--- config.mk ---
export PLATFORM = sky130hd
export DESIGN_NAME = pic_cycle_sequencer
export DESIGN_NICKNAME = d
export VERILOG_FILES = /design/src/rtl/pic_cycle_sequencer.sv
export SDC_FILE = /design/constraint.sdc
export NUM_CORES = 1
export LEC_CHECK = 0
export CORE_MARGIN = 4
export CORE_UTILIZATION = 35
export DETAILED_ROUTE_END_ITERATION = 6
export GPL_ROUTABILITY_DRIVEN = 0
export PLACE_DENSITY = 0.7
export SETUP_SLACK_MARGIN = 0.1
export SYNTH_ARGS = -nofsm -noshare
export SYNTH_HDL_FRONTEND = slang
export SYNTH_SLANG_ARGS = --single-unit
--- constraint.sdc ---
create_clock -name clk -period 3.1 [get_ports clk]
set_input_delay 0.62 -clock clk [delete_from_list [all_inputs] [get_ports clk]]
set_output_delay 0.62 -clock clk [all_outputs]
set_load 0.02 [all_outputs]
--- src/rtl/pic_cycle_sequencer.sv ---
// pic_cycle_sequencer
// Four-phase (Q1..Q4) instruction-cycle sequencer for a PIC16C5x-class core.
// It stretches Q2 by WAIT_STATES clocks for slow program memory. It latches
// the fetched instruction and decodes the ALU function. A taken branch or
// skip turns the following cycle into a forced NOP.
//
// Optional SLEEP/wake support is enabled by defining PIC_SEQ_SLEEP_EN.
//
// Ports:
//   clk, rst      clock; synchronous active-high reset
//   inst_in       program-memory data, sampled on the Q4 clock
//   skip_cond     ALU zero / normalised bit-test result, valid in Q4
//   wake          level wake request (only used with PIC_SEQ_SLEEP_EN)
//   phase         one-hot {Q4,Q3,Q2,Q1}
//   ir            instruction being executed
//   ex_valid      current cycle executes ir (0 = forced NOP)
//   pc_inc        PC increment strobe on the Q1 clock
//   alu_func      ALU function, loaded on entry to Q3
//   alu_en        ALU enable through Q3 of a valid cycle
//   pc_load       Q4 strobe for a valid GOTO/CALL/RETLW
//   stack_push    Q4 strobe for a valid CALL
//   stack_pop     Q4 strobe for a valid RETLW
//   sleeping      core halted by SLEEP
module pic_cycle_sequencer #(
    parameter int INST_WIDTH     = 12,
    parameter int ALU_FUNC_WIDTH = 5,
    parameter int WAIT_STATES    = 0
) (
    input  logic                      clk,
    input  logic                      rst,
    input  logic [INST_WIDTH-1:0]     inst_in,
    input  logic                      skip_cond,
    input  logic                      wake,
    output logic [3:0]                phase,
    output logic [INST_WIDTH-1:0]     ir,
    output logic                      ex_valid,
    output logic                      pc_inc,
    output logic [ALU_FUNC_WIDTH-1:0] alu_func,
    output logic                      alu_en,
    output logic                      pc_load,
    output logic                      stack_push,
    output logic                      stack_pop,
    output logic                      sleeping
);

    // Shared ALU function codes
    localparam logic [ALU_FUNC_WIDTH-1:0] ALU_IDLE  = 'd0;
    localparam logic [ALU_FUNC_WIDTH-1:0] ALU_ADDWF = 'd1;
    localparam logic [ALU_FUNC_WIDTH-1:0] ALU_ANDWF = 'd2;
    localparam logic [ALU_FUNC_WIDTH-1:0] ALU_COMF  = 'd3;
    localparam logic [ALU_FUNC_WIDTH-1:0] ALU_DECF  = 'd4;
    localparam logic [ALU_FUNC_WIDTH-1:0] ALU_INCF  = 'd5;
    localparam logic [ALU_FUNC_WIDTH-1:0] ALU_IORWF = 'd6;
    localparam logic [ALU_FUNC_WIDTH-1:0] ALU_RLF   = 'd7;
    localparam logic [ALU_FUNC_WIDTH-1:0] ALU_RRF   = 'd8;
    localparam logic [ALU_FUNC_WIDTH-1:0] ALU_SUBWF = 'd9;
    localparam logic [ALU_FUNC_WIDTH-1:0] ALU_SWAPF = 'd10;
    localparam logic [ALU_FUNC_WIDTH-1:0] ALU_XORWF = 'd11;
    localparam logic [ALU_FUNC_WIDTH-1:0] ALU_BCF   = 'd12;
    localparam logic [ALU_FUNC_WIDTH-1:0] ALU_BSF   = 'd13;
    localparam logic [ALU_FUNC_WIDTH-1:0] ALU_ANDLW = 'd14;
    localparam logic [ALU_FUNC_WIDTH-1:0] ALU_IORLW = 'd15;
    localparam logic [ALU_FUNC_WIDTH-1:0] ALU_XORLW = 'd16;

    localparam logic [2:0] WAIT_LAST = 3'(WAIT_STATES);

    typedef enum logic [3:0] {
        Q1 = 4'b0001,
        Q2 = 4'b0010,
        Q3 = 4'b0100,
        Q4 = 4'b1000
    } phaseT;

    phaseT      state, stateNxt;
    logic       phaseLegal;
    logic [2:0] waitCnt;
    logic       waitDone;
    logic [11:0] op;
    logic [ALU_FUNC_WIDTH-1:0] aluDec;
    logic       isGoto, isCall, isRetlw, isSkip, flushReq;

    assign op       = ir[11:0];
    assign waitDone = (waitCnt == WAIT_LAST);

    assign isGoto  = (op[11:9] == 3'b101);
    assign isCall  = (op[11:8] == 4'b1001);
    assign isRetlw = (op[11:8] == 4'b1000);
    // DECFSZ, INCFSZ, BTFSC, BTFSS
    assign isSkip  = (op[11:6] == 6'b001011) || (op[11:6] == 6'b001111) ||
                     (op[11:9] == 3'b011);
    assign flushReq = ex_valid && (isGoto || isCall || isRetlw || (isSkip && skip_cond));

    // Phase FSM next state; sleeping parks the machine in Q1
    always_comb begin
        stateNxt   = Q1;
        phaseLegal = 1'b1;
        case (state)
            Q1:      stateNxt = sleeping ? Q1 : Q2;
            Q2:      stateNxt = waitDone ? Q3 : Q2;
            Q3:      stateNxt = Q4;
            Q4:      stateNxt = Q1;
            default: begin
                stateNxt   = Q1;
                phaseLegal = 1'b0;
            end
        endcase
    end

    // ALU decode of the byte/bit/literal-oriented groups
    always_comb begin
        aluDec = ALU_IDLE;
        if (op[11:10] == 2'b00) begin
            case (op[9:6])
                4'b0010: aluDec = ALU_SUBWF;
                4'b0011: aluDec = ALU_DECF;
                4'b0100: aluDec = ALU_IORWF;
                4'b0101: aluDec = ALU_ANDWF;
                4'b0110: aluDec = ALU_XORWF;
                4'b0111: aluDec = ALU_ADDWF;
                4'b1001: aluDec = ALU_COMF;
                4'b1010: aluDec = ALU_INCF;
                4'b1011: aluDec = ALU_DECF;   // DECFSZ
                4'b1100: aluDec = ALU_RRF;
                4'b1101: aluDec = ALU_RLF;
                4'b1110: aluDec = ALU_SWAPF;
                4'b1111: aluDec = ALU_INCF;   // INCFSZ
                default: aluDec = ALU_IDLE;
            endcase
        end else begin
            case (op[11:8])
                4'b0100: aluDec = ALU_BCF;
                4'b0101: aluDec = ALU_BSF;
                4'b1101: aluDec = ALU_IORLW;
                4'b1110: aluDec = ALU_ANDLW;
                4'b1111: aluDec = ALU_XORLW;
                default: aluDec = ALU_IDLE;
            endcase
        end
    end

    always_ff @(posedge clk) begin
        if (rst) begin
            state    <= Q1;
            waitCnt  <= 3'd0;
            ir       <= '0;
            ex_valid <= 1'b0;
            alu_func <= ALU_IDLE;
        end else begin
            state <= stateNxt;
            // Counter is held at zero outside Q2 so every Q2 entry starts fresh
            if (state != Q2)
                waitCnt <= 3'd0;
            else if (!waitDone)
                waitCnt <= waitCnt + 3'd1;
            if (state == Q2 && waitDone)
                alu_func <= ex_valid ? aluDec : ALU_IDLE;
            if (state == Q4) begin
                ir       <= inst_in;
                ex_valid <= !flushReq;
            end
            if (!phaseLegal)
                ex_valid <= 1'b0;
        end
    end

`ifdef PIC_SEQ_SLEEP_EN
    logic isSleep;
    assign isSleep = ex_valid && (op == 12'h003);

    // Wake is only examined while sleeping; a same-edge SLEEP+wake therefore
    // enters sleep first and wakes one clock later.
    always_ff @(posedge clk) begin
        if (rst)
            sleeping <= 1'b0;
        else if (sleeping && wake)
            sleeping <= 1'b0;
        else if (state == Q4 && isSleep)
            sleeping <= 1'b1;
    end
`else
    logic unusedWake;
    assign unusedWake = wake;
    assign sleeping   = 1'b0;
`endif

    assign phase      = state;
    assign pc_inc     = (state == Q1) && !sleeping;
    assign alu_en     = (state == Q3) && ex_valid;
    assign pc_load    = (state == Q4) && ex_valid && (isGoto || isCall || isRetlw);
    assign stack_push = (state == Q4) && ex_valid && isCall;
    assign stack_pop  = (state == Q4) && ex_valid && isRetlw;

endmodule

### Yosys cells after proc, flatten, opt, wreduce, memory -nomap -nowiden

Memories as Yosys holds them, arrays and structs flattened. A register that Yosys moved wholly into a read port is not among the register bits.
Cells that the tools add are included.

| storage, ports and cells | value |
|---|---|
| ROM bits | 64 |
| latch bits | 0 |
| output and inout bits | 28 |
| bits in writable memories | 0 |
| memories kept | 1 |
| register bits | 25 |
| logic and storage cells | 51 |

Memory list:

| memory | depth | bits a word | rd ports | clocked after memory_dff | wr ports | RTL line | RTL |
|---|---|---|---|---|---|---|---|
| (no name shown) | 16 | 4 | 1 | 1 | 0 | 113 | `case (op[9:6])` |

| operators by class | value |
|---|---|
| shifts and indexed selects | 0 |
| multiplexer cells | 8 |
| equality and inequality tests | 16 |
| reductions and logical operators | 19 |
| bitwise gates (word level) | 1 |
| divide/modulo/power cells | 0 |
| $add $sub $neg | 1 |
| $lt $le $gt $ge | 0 |
| $mul | 0 |

Operator list:

| cell | number |
|---|---|
| case mux 5 bit (5 select lines) | 1 |
| equality test 4 bit (second input constant) | 6 |
| equality test 4 x 3 -> 1 bit (second input constant) | 3 |
| equality test 6 x 4 -> 1 bit (second input constant) | 2 |
| case mux 4 bit (3 select lines) | 1 |
| 2-to-1 mux 5 bit | 2 |
| logical AND 1 bit | 8 |
| 2-to-1 mux 4 bit | 2 |
| logical OR 1 bit | 5 |
| equality test 4 x 1 -> 1 bit (second input constant) | 1 |
| equality test 4 x 2 -> 1 bit (second input constant) | 1 |
| != test 4 x 2 -> 1 bit (second input constant) | 1 |
| OR reduction 2 bit | 2 |
| OR reduction 4 bit | 1 |
| adder 3 x 1 -> 3 bit (second input constant) | 1 |
| equality test 3 x 2 -> 1 bit (second input constant) | 1 |
| equality test 3 bit (second input constant) | 1 |
| zero test 3 bit | 1 |
| 2-to-1 mux 3 bit | 1 |
| zero test 2 bit | 1 |
| zero test 1 bit | 1 |
| 2-to-1 mux 1 bit | 1 |
| NOT 1 bit | 1 |

### Longest topological paths before layout

Gate-level depths: netlist of the first run.

| depth | value |
|---|---|
| word-level depth | 7 |
| gate-level depth with buffers | 11 |
| gate-level depth less buffers | 8 |

### Worst setup path after synthesis of the first run

Ideal clock, no wire load.

| path | value |
|---|---|
| path kind | register -> output |
| start | register state[0] (netlist: phase[0]) |
| end | output stack_pop |
| stages on the path, launching flop included | 6 |
| buffers on the path | 2 |
| arrival | 2.176 ns |
| slack | 0.304 ns |
| cell sequence | dfxtp_1 buf_4 or4b_4 buf_6 nor3_2 nor3b_1 |

| on the way | value |
|---|---|
| word-level cells in the longest chain between the ends | 3 |

Ends and longest elaborated chain:

| what | RTL line | RTL |
|---|---|---|
| start: declaration | 74 | `phaseT state, stateNxt;` |
| start signal: assignment | 149 | `state <= stateNxt;` |
| equality test 4 bit | 191 | `assign stack_pop = (state == Q4) && ex_valid && isRetlw;` |
| logical AND 1 bit (2 in series) | 191 |  |
| end: declaration | 42 | `output logic stack_pop,` |

No other way between the ends.

### Worst setup path in the final report of the first run

| path | value |
|---|---|
| start | register state[0] (netlist: phase[0]) |
| end | output pc_load |

| on the way | value |
|---|---|
| word-level cells in the longest chain between the ends | 3 |

Ends and longest elaborated chain:

| what | RTL line | RTL |
|---|---|---|
| equality test 4 bit | 189 | `assign pc_load = (state == Q4) && ex_valid && (isGoto \|\| isCall \|\| isRetlw);` |
| logical AND 1 bit (2 in series) | 189 |  |
| end: declaration | 40 | `output logic pc_load,` |

No other way between the ends.

==> results of run 1 <==
==> per-layer routing <==
layer	global-route usage (%)	vias to the layer above	routed length (um)	share of wire, %
li1	-	692	-	-
met1	18.96	609	1648	46
met2	21.95	33	1709	48
met3	4.730	5	182	5.1
met4	4.829	0	51	1.4
met5	0	-	0	0
==> cell type report <==
cell class / instances / share of cell area [%]
Sequential cell: 29 / 27.99
Multi-Input combinational cell: 128 / 40.47
Tap cell: 50 / 3.016
Inverter: 7 / 1.267
Timing Repair Buffer: 50 / 23.10
Clock buffer: 7 / 4.162
==> cell families (layout without fill, tap and decap cells) <==
family                   count (synthesis)  in the layout  synth area share, %
AND/OR/NAND/NOR                         72             72                26.33
AO/OA/AOI/OAI                           36             36                14.44
flip-flops                              29             29                38.06
buffers and inverters                   21             64                6.891
multiplexers                            10             10                7.383
adder cells (fa/ha/maj)                  6              6                4.922
XOR/XNOR                                 3              3                1.723
other                                    1              1               0.2459
==> repair_timing <==
action,CTS,global route
endpoints found under the hold margin,0,0
endpoints found under the setup margin,1,1
gates resized for setup,1,1
hold buffers,0,0
==> power groups by stage <==
stage	logic [W]	clock network, W	registers (W)
4_1_cts	0.000101	0.000322	0.000387
5_1_grt	0.000109	0.000335	0.000389
2_1_floorplan	0.0000563	0	0.000397
6_report	0.000101	0.000312	0.000387
3_5_place_dp	0.000101	0	0.000396
3_3_place_gp	0.000101	0	0.000395
==> through the flow <==
stage / total power, W / setup slack (ps) / util (%) / cell area (um^2)
2_1_floorplan: 0.0004535 / 304.1 / - / 1525
3_3_place_gp: 0.0004961 / 421.4 / 48.28 / 1987
3_5_place_dp: 0.0004970 / 349.9 / 48.28 / 1987
4_1_cts: 0.0008109 / 115.3 / 50.35 / 2072
5_1_grt: 0.0008331 / 215.9 / 50.41 / 2074
6_report: 0.0008005 / 298.2 / 50.41 / 2074
==> critical path, delay by kind of cell (launching register included) <==
kind,cells,cell delay [ps]
buf+inv,2,740
flops,1,410
simple gates,2,750
==> path summary, 6_finish.rpt <==
kind                            depth (start not counted)     endpoint  slack, ps        start
worst max-delay path                                    4      pc_load        300     phase[0]
worst min-delay path                                    2  alu_func[0]        450  alu_func[0]
worst max register to register                          9     register        900     phase[0]
worst min register to register                          2  alu_func[0]        450  alu_func[0]
==> cells in the final DEF (no fill, tap or decap), types with 5 or more instances in the layout <==
master,Yosys,layout
nand2_1,28,28
a21oi_1,20,20
inv_1,7,7
clkdlybuf4s50_1,0,39
buf_4,2,9
nand2b_1,5,5
ha_1,6,6
dfxtp_1,29,29
nor2_1,9,9
clkbuf_8,0,6
mux2i_1,9,9
o21ai_0,5,5
==> results.sh, run 1 <==
export IMPL_finalHoldViolCount=0
export IMPL_path_cells="or4b_4 > nor3_2 > buf_4 > clkdlybuf4s50_1"
export IMPL_avgViaCountPerCell=4.941
export IMPL_antenna_found_initial=0
export IMPL_post_cts_buffers=0
export IMPL_skew_ps=3.908
export IMPL_cts_made_buffers=5
export IMPL_n_antenna_cell=0
export IMPL_multi_input_area_um2=839.6
export IMPL_numClockSinks=29
export IMPL_crit_path_top_delay_cell="clkdlybuf4s50_1"
export IMPL_finalCritPeriodShare_pct=90.38
export IMPL_dp_hpwl_mm=2.724
export IMPL_wire_per_inst_um=13.25
export IMPL_synth_flop_cell="dfxtp_1"
export IMPL_yosys_warnings=0
export IMPL_avgSynthCellArea_um2=8.569
export IMPL_worst_setup_path_start_kind="register"
export IMPL_nFillCells=410
export IMPL_wirelength_mm=3.591
export IMPL_cp_max_fo=9
export IMPL_ios=44
export IMPL_drt_first_pass_iters=4
export IMPL_cts_root_buf="clkbuf_8"
export IMPL_arrival_ps=2180
export IMPL_drtIter0Drc=42
export IMPL_p_comb_share_pct=12.6
export IMPL_tns_ps=0
export IMPL_ys_ff_latch=29
export IMPL_max_slew_margin_pct=62.29
export IMPL_nNetsFinal=243
export IMPL_ys_seq_area_share_pct=38.06
export IMPL_syn_cell_area_um2=1525
export IMPL_async_flop_share_pct=0
export IMPL_critPathMaxStageDelay_ps=590
export IMPL_clkPwrFrac_pct=39.0
export IMPL_syn_nets=200
export IMPL_yosys_area_top_type="dfxtp_1"
export IMPL_route_detailed_drc=0
export IMPL_max_cap_violations=0
export IMPL_min_path_type="reg2reg"
export IMPL_power_frac_seq_pct=48.4
export IMPL_setup_viol=0
export IMPL_yosysUniqueCellTypes=39
export IMPL_ys_top_cells_by_count="dfxtp_1, nand2_1, a21oi_1"
export IMPL_ir_drop_uv=183.7
export IMPL_synth_edf_count=0
export IMPL_drive_above_1_share_pct=9.502
export IMPL_worstSetupEndpointType="output pin"
export IMPL_grtUsageTotal_pct=14.32
export IMPL_syn_to_final_growth_pct=36.01
export IMPL_start_util_pct=37.06
export IMPL_grt_pass1_vias=1294
export IMPL_grt_overflow_total=0
export IMPL_path_clk_slew_ps=60
export IMPL_htree_levels=2
export IMPL_cts_tree="yes"
export IMPL_required_ps=2480
export IMPL_grt_setup_unrepaired="false"
export IMPL_clk_path_buf_depth=2
export IMPL_grt_max_degree=16
export IMPL_fp_dieH_um=74.02
export IMPL_vias=1339
export IMPL_final_cells=271
export IMPL_timing_hold_ws_ps=447.2
export IMPL_powerDensity_nw_per_um2=385.9
export IMPL_worst_pin_slew_ps=564.9
export IMPL_netSwitchingPower_w=0.0001945
export IMPL_p_int_w=0.0006061
export IMPL_seq_area_um2=580.6
export IMPL_grt_pass1_wl_mm=6.065
export IMPL_die_width_um=74.02
export IMPL_total_leakage_power_nw=0.7075
export IMPL_min_period_ps=2802
export IMPL_max_freq_mhz=356.9
export IMPL_antenna_left=0
export IMPL_slew_violations=0
export IMPL_synth_area_leaders="dfxtp_1, nand2_1, a21oi_1"
export IMPL_core_area_um2=4115
export IMPL_synth_top_area_share_pct=38.06
export IMPL_clock_latency_ps=280
export IMPL_portBuffers=41
export IMPL_die_area_um2=5478
export IMPL_netlist_instances=178
export IMPL_place_inst=264
export IMPL_crit_type="reg2out"
export IMPL_switching_share_pct=24.29
export IMPL_rows=23
export IMPL_status="finished clean"
export IMPL_synth_most_common_cell="dfxtp_1"
(Power assumes the default switching activity.)
==> run 2: changes to the inputs <==
--- a/config.mk
+++ b/config.mk
@@ -6,11 +6,12 @@
 export NUM_CORES = 1
 export LEC_CHECK = 0
 export CORE_MARGIN = 4
-export CORE_UTILIZATION = 35
+export CORE_UTILIZATION = 47
 export DETAILED_ROUTE_END_ITERATION = 6
 export GPL_ROUTABILITY_DRIVEN = 0
-export PLACE_DENSITY = 0.7
+export PLACE_DENSITY = 0.87
 export SETUP_SLACK_MARGIN = 0.1
+export SLEW_MARGIN = 20
 export SYNTH_ARGS = -nofsm -noshare
 export SYNTH_HDL_FRONTEND = slang
 export SYNTH_SLANG_ARGS = --single-unit
==> run 2 against run 1 <==
Against the previous run:
- routed wire length fell by 5.7%
- clock skew up 3.1 ps
- fmax fell by 1.4%
- non-clock buffer count is 5 lower
- critical path type unchanged
- critical endpoint unchanged
==> results.sh, run 2 (synthesized netlist as in run 1, its figures left out) <==
export IMPL_status="finished clean"
export IMPL_antenna_left=0
export IMPL_final_cells=261
export IMPL_finalCritPeriodShare_pct=91.68
export IMPL_max_freq_mhz=351.9
export IMPL_grt_max_degree=24
export IMPL_dp_hpwl_mm=2.472
export IMPL_required_ps=2480
export IMPL_drive_above_1_share_pct=7.373
export IMPL_min_path_type="reg2reg"
export IMPL_slew_violations=0
export IMPL_start_util_pct=49.55
export IMPL_grt_pass1_vias=1286
export IMPL_grt_pass1_wl_mm=5.747
export IMPL_ir_drop_uv=328.8
export IMPL_mostFrequentLayoutCells="clkdlybuf4s50_1, nand2_1, dfxtp_1, a21oi_1"
export IMPL_setup_viol=0
export IMPL_multi_input_area_um2=845.8
export IMPL_vias=1345
export IMPL_wirelength_mm=3.385
export IMPL_rows=20
export IMPL_die_area_um2=4220
export IMPL_r2r_start="phase[2]"
export IMPL_critPathMaxStageDelay_ps=650
export IMPL_htree_levels=2
export IMPL_arrival_ps=2220
export IMPL_n_antenna_cell=0
export IMPL_fin_total_pwr_w=0.0006973
export IMPL_fp_dieH_um=64.97
export IMPL_hold_path_startpoint="alu_func[0]"
export IMPL_place_inst=253
export IMPL_finalHoldViolCount=0
export IMPL_cts_tree="yes"
export IMPL_cp_max_fo=9
export IMPL_grt_overflow_total=0
export IMPL_max_slew_margin_pct=64.98
export IMPL_reg2reg_slack_ps=900
export IMPL_worst_pin_slew_ps=524.7
export IMPL_core_area_um2=3078
export IMPL_grt_setup_unrepaired="false"
export IMPL_clock_latency_ps=320
export IMPL_min_period_ps=2842
export IMPL_nFillCells=259
export IMPL_route_detailed_drc=0
export IMPL_ios=44
export IMPL_worstSetupEndpointType="output pin"
export IMPL_worst_setup_path_start_kind="register"
export IMPL_drt_first_pass_iters=4
export IMPL_wire_per_inst_um=12.97
export IMPL_crit_type="reg2out"
export IMPL_nNetsFinal=238
export IMPL_total_leakage_power_nw=0.6501
export IMPL_syn_to_final_growth_pct=30.84
export IMPL_crit_path_top_delay_cell="clkdlybuf4s50_1"
export IMPL_antenna_found_initial=0
export IMPL_path_clk_slew_ps=90
export IMPL_powerDensity_nw_per_um2=349.4
export IMPL_portBuffers=41
export IMPL_skew_ps=6.963
export IMPL_cts_root_buf="clkbuf_4"
export IMPL_post_cts_buffers=0
export IMPL_path_cells="or4b_4 > nor3_4 > clkdlybuf4s50_1"
export IMPL_r2r_cells=9
export IMPL_clk_path_buf_depth=2
export IMPL_tns_ps=0
export IMPL_layout_commonest_cell="clkdlybuf4s50_1"
export IMPL_cts_made_buffers=5
export IMPL_numClockSinks=29
export IMPL_hold_end="alu_func[0]"
export IMPL_drtIter0Drc=47
export IMPL_seq_area_um2=581.8
export IMPL_die_width_um=64.97
export IMPL_avgViaCountPerCell=5.153
export IMPL_grtUsageTotal_pct=17.28
export IMPL_min_path_cells=2
export IMPL_max_cap_violations=0
==> run 2: changes by cell type in the layout (fill, tap and decap cells not counted), moves of 2 or more <==
cell / change
clkbuf_4: +5
clkbuf_8: -6
clkbuf_1: +2
buf_4: -5
==> run 2: metrics by stage <==
step	hold slack, ps	worst slack, ps	instance area, um^2	util, %
floorplan	458.5	304.1	1525	-
global placement	441.1	423.3	1942	63.09
detailed placement	444.0	387.0	1942	63.09
CTS	455.5	246.7	1996	64.84
global route	483.5	180.5	1996	64.84
finish	453.1	257.9	1996	64.84
==> run 2: worst max-delay path by stage <==
stage                  start         to  slack (ps)  cells after the start
floorplan           phase[0]  stack_pop         300                      5
detailed placement  phase[1]  stack_pop         390                      4
global route        phase[1]    pc_load         180                      3
CTS                 phase[1]    pc_load         250                      3
finish              phase[1]    pc_load         260                      3
global placement    phase[3]  stack_pop         420                      4
==> run 2: timing repair <==
action	CTS	global route
hold buffers	0	0
setup endpoints to repair	2	0
resized for setup	4	0
==> run 2: cell type report <==
cell class | instances | share of cell area (%)
inverter | 7 | 1.317
multi-input combinational | 128 | 42.38
tap | 44 | 2.759
timing repair buffer | 45 | 21.94
clock buffer | 8 | 2.445
sequential | 29 | 29.15
==> run 2: layer usage <==
layer / wire length [um] / track usage (%) / part of all wire (%) / up-vias
met1: 1517 / 20.47 / 45 / 620
met5: 0 / 0 / 0 / -
met3: 137 / 4.159 / 4.0 / 8
met2: 1658 / 29.63 / 49 / 29
met4: 72 / 7.124 / 2.1 / 0
li1: - / - / - / 688
==> run 2: where the power goes <==
group          total (W)  switching (W)  internal [W]  leakage (nW)
clock           0.000215       0.000125     0.0000902        0.0265
combinational  0.0000879      0.0000407     0.0000471         0.389
sequential      0.000394      0.0000158      0.000378         0.235
==> run 2: critical path: cells and delay by family, from the launching register on <==
kind	cells	cell delay, ps
flops	1	420
buf+inv	1	650
simple gates	2	830
==> run 3: changes to the inputs <==
--- a/config.mk
+++ b/config.mk
@@ -5,13 +5,14 @@
 export SDC_FILE = /design/constraint.sdc
 export NUM_CORES = 1
 export LEC_CHECK = 0
+export CAP_MARGIN = 20
 export CORE_MARGIN = 4
 export CORE_UTILIZATION = 47
 export DETAILED_ROUTE_END_ITERATION = 6
 export GPL_ROUTABILITY_DRIVEN = 0
 export PLACE_DENSITY = 0.87
 export SETUP_SLACK_MARGIN = 0.1
-export SLEW_MARGIN = 20
+export SLEW_MARGIN = 0
 export SYNTH_ARGS = -nofsm -noshare
 export SYNTH_HDL_FRONTEND = slang
 export SYNTH_SLANG_ARGS = --single-unit
==> results of run 3 <==
No change in the layout: final DEF, timing and power equal those of run 2.
